**config.mk**
```make
export PLATFORM = sky130hd
export DESIGN_NAME = uart_tx
export DESIGN_NICKNAME = d
export VERILOG_FILES = /design/src/rtl/uart_tx.sv
export SDC_FILE = /design/constraint.sdc
export NUM_CORES = 1
export LEC_CHECK = 0
export CAP_MARGIN = 20
export CELL_PAD_IN_SITES_DETAIL_PLACEMENT = 0
export CELL_PAD_IN_SITES_GLOBAL_PLACEMENT = 2
export CORE_MARGIN = 4
export CORE_UTILIZATION = 35
export DETAILED_ROUTE_END_ITERATION = 6
export DONT_BUFFER_PORTS = 1
export PLACE_DENSITY_LB_ADDON = 0.1
export SLEW_MARGIN = 10
export SYNTH_ARGS = -nofsm -noshare
export SYNTH_HDL_FRONTEND = slang
export SYNTH_SLANG_ARGS = --single-unit
```
**constraint.sdc**
```tcl
create_clock -name i_clk -period 2.07 [get_ports i_clk]
set_clock_uncertainty 0.05 [all_clocks]
set_input_delay 0.3105 -clock i_clk [delete_from_list [all_inputs] [get_ports i_clk]]
set_output_delay 0.3105 -clock i_clk [all_outputs]
set_load 0.01 [all_outputs]
```
**src/rtl/uart_tx.sv**
```systemverilog
// Purpose : 8N1 UART transmitter; accepts one byte per request and serialises it LSB first.
// Latency : first start-bit cycle follows the accepting edge; o_tx_done pulses 10*CLKS_PER_BIT+1 cycles later.
// Flow    : i_tx_start is a level-held, active-low request; it is only sampled in IDLE, so a request
//           still held during DONE is not re-accepted for the same byte.
//
// Ports:
//   i_clk       single clock, all state changes on the rising edge
//   i_reset     asynchronous active-high reset; aborts any frame with the line forced idle-high
//   i_tx_start  active-low send request, held by the requester until it sees o_tx_done
//   i_tx_data   byte to send, captured only at frame acceptance
//   o_tx        registered serial line, idle high
//   o_tx_done   single-cycle pulse once the stop bit has fully gone out
//   o_busy      high from the cycle after acceptance through the o_tx_done cycle
module uart_tx #(
   parameter int unsigned CLKS_PER_BIT = 16
) (
   input  logic       i_clk,
   input  logic       i_reset,
   input  logic       i_tx_start,
   input  logic [7:0] i_tx_data,
   output logic       o_tx,
   output logic       o_tx_done,
   output logic       o_busy
);

   // Terminal value of the 16-bit baud counter.
   localparam logic [15:0] LP_BAUD_LAST = 16'(CLKS_PER_BIT - 1);

   typedef enum logic [2:0] {
      S_IDLE  = 3'd0,
      S_START = 3'd1,
      S_DATA  = 3'd2,
      S_STOP  = 3'd3,
      S_DONE  = 3'd4
   } state_t;

   state_t      r_state;
   state_t      w_state_nxt;
   logic [15:0] r_baud;
   logic [15:0] w_baud_nxt;
   logic [2:0]  r_bit_idx;
   logic [2:0]  w_bit_idx_nxt;
   logic [7:0]  r_shift;
   logic [7:0]  w_shift_nxt;
   logic        r_tx;
   logic        w_tx_nxt;
   logic        r_tx_done;
   logic        r_busy;
   logic        w_bit_end;

   // Last clock of the current serial bit.
   assign w_bit_end = (r_baud == LP_BAUD_LAST);

   // ------------------------------------------------------------------
   // State register
   // ------------------------------------------------------------------
   always_ff @(posedge i_clk or posedge i_reset) begin
      if (i_reset) begin
         r_state <= S_IDLE;
      end else begin
         r_state <= w_state_nxt;
      end
   end

   // ------------------------------------------------------------------
   // Next-state, counters and shift register
   // ------------------------------------------------------------------
   always_comb begin
      w_state_nxt   = r_state;
      w_baud_nxt    = r_baud;
      w_bit_idx_nxt = r_bit_idx;
      w_shift_nxt   = r_shift;

      unique case (r_state)
         S_IDLE: begin
            if (!i_tx_start) begin
               w_state_nxt   = S_START;
               w_shift_nxt   = i_tx_data;
               w_baud_nxt    = 16'd0;
               w_bit_idx_nxt = 3'd0;
            end
         end

         S_START: begin
            if (w_bit_end) begin
               w_state_nxt = S_DATA;
               w_baud_nxt  = 16'd0;
            end else begin
               w_baud_nxt = r_baud + 16'd1;
            end
         end

         S_DATA: begin
            if (w_bit_end) begin
               w_baud_nxt  = 16'd0;
               // The line always shows r_shift[0]; shifting right presents the next bit.
               w_shift_nxt = {1'b0, r_shift[7:1]};
               if (r_bit_idx == 3'd7) begin
                  w_state_nxt   = S_STOP;
                  w_bit_idx_nxt = 3'd0;
               end else begin
                  w_bit_idx_nxt = r_bit_idx + 3'd1;
               end
            end else begin
               w_baud_nxt = r_baud + 16'd1;
            end
         end

         S_STOP: begin
            if (w_bit_end) begin
               w_state_nxt = S_DONE;
               w_baud_nxt  = 16'd0;
            end else begin
               w_baud_nxt = r_baud + 16'd1;
            end
         end

         S_DONE: begin
            // One cycle only; the request input is deliberately not looked at here.
            w_state_nxt = S_IDLE;
         end

         default: begin
            w_state_nxt = S_IDLE;
         end
      endcase
   end

   // ------------------------------------------------------------------
   // Output decode from the *next* state so every output is a flop that
   // lines up with the state it describes (no decode glitches on o_tx).
   // ------------------------------------------------------------------
   always_comb begin
      w_tx_nxt = 1'b1;
      unique case (w_state_nxt)
         S_START: w_tx_nxt = 1'b0;
         S_DATA:  w_tx_nxt = w_shift_nxt[0];
         default: w_tx_nxt = 1'b1;
      endcase
   end

   // ------------------------------------------------------------------
   // Datapath and output registers
   // ------------------------------------------------------------------
   always_ff @(posedge i_clk or posedge i_reset) begin
      if (i_reset) begin
         r_baud    <= 16'd0;
         r_bit_idx <= 3'd0;
         r_shift   <= 8'd0;
         r_tx      <= 1'b1;
         r_tx_done <= 1'b0;
         r_busy    <= 1'b0;
      end else begin
         r_baud    <= w_baud_nxt;
         r_bit_idx <= w_bit_idx_nxt;
         r_shift   <= w_shift_nxt;
         r_tx      <= w_tx_nxt;
         r_tx_done <= (w_state_nxt == S_DONE);
         r_busy    <= (w_state_nxt != S_IDLE);
      end
   end

   assign o_tx      = r_tx;
   assign o_tx_done = r_tx_done;
   assign o_busy    = r_busy;

   // DONE always falls straight back to IDLE, so the pulse can never stretch.
   a_done_single : assert property (@(posedge i_clk) disable iff (i_reset)
      r_tx_done |=> !r_tx_done);

   a_baud_range : assert property (@(posedge i_clk) disable iff (i_reset)
      r_baud <= LP_BAUD_LAST);

endmodule

```
==> impl_metrics.toml <==
[worst_setup_path]
path_buf_inv = 1
r2r-end = "o_tx"
cp-end-kind = "flip-flop"
cp_top_family = "simple AND/OR/NAND/NOR gates"
crit_arrival_ns = 2.21
startpoint = "r_baud[15]"
r2r_setup_slack_ns = 0.01
critPathMaxStageDelay_ns = 0.56
reg2reg_from = "r_baud[15]"
worstSetupPathType = "flip-flop to flip-flop"
ff2ff_path_depth = 6
path_cells = "or4_4, nor4_4, buf_6, a31oi_4, o31a_1, a22oi_2"
cp_slowest_cell = "or4_4"
worstPathRequired_ns = 2.23
start_kind = "flip-flop"
critPathMaxFanout = 6

[die]
core_sq_um = 4750
num_rows = 25
chipHeight_um = 78.4
initial_core_util_pct = 36.5
die_area_sq_um = 6150
num_io_pins = 14
dieWidth_um = 78.4

[power]
powerDensity_nw_per_um2 = 1060
swShare_pct = 33.9
power.internal_mw = 1.46
p_comb_share_pct = 35.1
p_switching_mw = 0.749
ir_drop_uv = 466
power_frac_clock_pct = 20.9
sequentialPowerShare_pct = 44.0
leakagePower_nw = 0.943

[clocking]
cts_buffers = 5
root_buffer = "clkbuf_8"
cts.sinks = 33
clockBufferDepth = 2
cts_tree = "built"
htreeDepth = 2
cts.clk_slew.worst_paths_ns = 0.07
insertion_delay_ns = 0.28

[synthesis]
synthFlopType = "dfrtp_1"
synthMostInstantiatedCell = "dfrtp_1"
synth_seq_cells = 33
synth_common_cells = "dfrtp_1 (32), nand2_1 (29), o21ai_0 (18)"
netlist_area_sq_um = 1740
synth_mux_area_share_pct = 0.576
synth_seq_area_share_pct = 47.6
yosysTopAreaCell = "dfrtp_1"
synth_fa_ha_area_share_pct = 2.16
yosys.area_share.simple_pct = 26.5
synthTopCellsByArea = "dfrtp_1 (46%), nand2_1 (6.3%), o21ai_0 (5.2%), a22oi_1 (3.0%), nor4_1 (2.9%)"
yosysWarnings = 0
synth_top_area_share_pct = 46.1
syn-num-nets = 199
netlist_instances = 185
synth_xor_area_share_pct = 2.02
synth_edf_count = 0
synth_top_family_by_area = "simple AND/OR/NAND/NOR gates"
synth_compound_area_share_pct = 16.3
synth.distinct_cells = 44
syn-mean-instance-area_sq_um = 9.39
async_flop_share_pct = 100

[routing]
wl_um = 4140
ant_nets = 0
via_per_inst = 5.26
route.detailed.drc = 0
vias = 1463
drtIter0Drc = 74
dr.pass1.iters = 5
routedWlPerCell_um = 14.9

[grt]
grt_usage_pct = 14.6
grt-ovfl-total = 0
grt_pass1_wl_um = 7000
antenna_found_initial = 0
grt_max_degree = 34
first_global_vias = 1403

[timing]
hold_viol = 0
period_minus_slack_ns = 2.06
finalSetupViolCount = 0
fmax_ghz = 0.486
period_share_pct = 99.3
relSlewSlack_pct = 64.1
rsz0062_at_grt = "true"
holdWs_ns = 0.0965
slew_violations = 0
worstMarginPinSlew_ns = 0.537

[layout]
layout.nets = 224
finalNonFillerCells = 278
drive_gt1_share_pct = 22.3
fillCellCount = 495
syn_to_final_growth_pct = 20.6
num_antenna_cells = 0
finalInstanceArea_sq_um = 2090

[placement]
placed_cell_area_sq_um = 1950
dp_hpwl_um = 2970
dp.cells = 267
place_congestion = 0.838
port_buffers = 0

[worst_hold_path]
worstHoldPathCells = 2
hold_path.class = "input pin to flip-flop"
min_to = "r_shift[7]"
hold_path_startpoint = "i_tx_data[7]"

[status]
outcome = "complete, no violations"

[run]
maxCapViolations = 0
==> power by group through the flow <==
stage               Combinational [mW]  Sequential, mW  Clock, mW
floorplan                        0.447            1.01          0
global placement                 0.744           0.975          0
detailed placement               0.756           0.986          0
CTS                              0.765           0.974      0.486
global route                     0.874            1.00      0.514
finish                           0.778           0.973      0.462
==> cell usage in the layout (no fill, tap or decap), drive strengths merged, types with 5 or more instances in the layout <==
| cell | Yosys | layout |
|---|---|---|
| nand3 | 8 | 8 |
| clkbuf | 5 | 8 |
| nand2 | 29 | 29 |
| buf | 5 | 27 |
| nor3 | 6 | 6 |
| nor4 | 9 | 9 |
| inv | 5 | 5 |
| nor2 | 9 | 9 |
| o21ai | 18 | 18 |
| dfrtp | 32 | 32 |
| a22oi | 7 | 7 |
==> stage by stage <==
step                utilization, %  worst slack [ns]  total power [mW]  TNS (ns)
CTS                           43.3           -0.0177              2.23   -0.0191
detailed placement            41.1           -0.0688              1.74    -0.223
floorplan                        -           -0.0450              1.45    -0.140
global route                  44.1           -0.0564              2.39    -0.172
global placement              41.1           -0.0233              1.72   -0.0233
finish                        44.1            0.0138              2.21         0
==> worst max path at each step <==
stage | cells after the start | slack (ns) | endpoint
global placement | 5 | -0.02 | r_baud[12]
floorplan | 7 | -0.04 | r_baud[12]
CTS | 6 | -0.02 | o_tx
finish | 6 | 0.01 | o_tx
detailed placement | 5 | -0.07 | r_baud[12]
global route | 6 | -0.06 | o_tx
==> logic make-up after synthesis <==
logic type / after synthesis
adder cells (fa/ha/maj): 3
flip-flops: 33
AO/OA/AOI/OAI: 44
multiplexers: 1
buffers and inverters: 15
XOR/XNOR: 4
AND/OR/NAND/NOR: 85
==> area by class of cell <==
class	instances	area (sq um)	share of cell area, %
Sequential cell	33	827	39.5
Clock buffer	8	80.1	3.82
Tap cell	67	83.8	4.00
Multi-Input combinational cell	137	868	41.5
Inverter	5	18.8	0.896
Timing Repair Buffer	28	216	10.3
==> flip-flops by register name, indices dropped and copies added (netlist names) <==
register,flops
o_busy,1
o_tx,1
o_tx_done,1
r_baud,16
r_bit_idx,3
r_shift,8
r_state,3
==> layer usage <==
metal  part of all wire (%)  track usage (%)  vias up
li1                       -                -      716
met1                     48             20.0      688
met2                     45             22.3       51
met3                    5.4             3.90        8
met4                    1.6             4.72        0
met5                      0                0        -
==> worst register-to-register path: cells and delay by family (launching register included) <==
family / cells / cell delay [ns]
AO/OA/AOI/OAI: 3 / 0.51
flip-flops: 1 / 0.38
buffers and inverters: 1 / 0.17
AND/OR/NAND/NOR: 2 / 0.87
==> what timing repair did <==
action                                  4_1_cts  5_1_grt
pin swaps                                     1        1
endpoints found under the setup margin        7       11
gates resized for setup                       2        5
setup buffers                                 1        1
hold buffers                                  1        0
endpoints found under the hold margin        32        0
No activity file was read; power rests on OpenSTA's default activity.
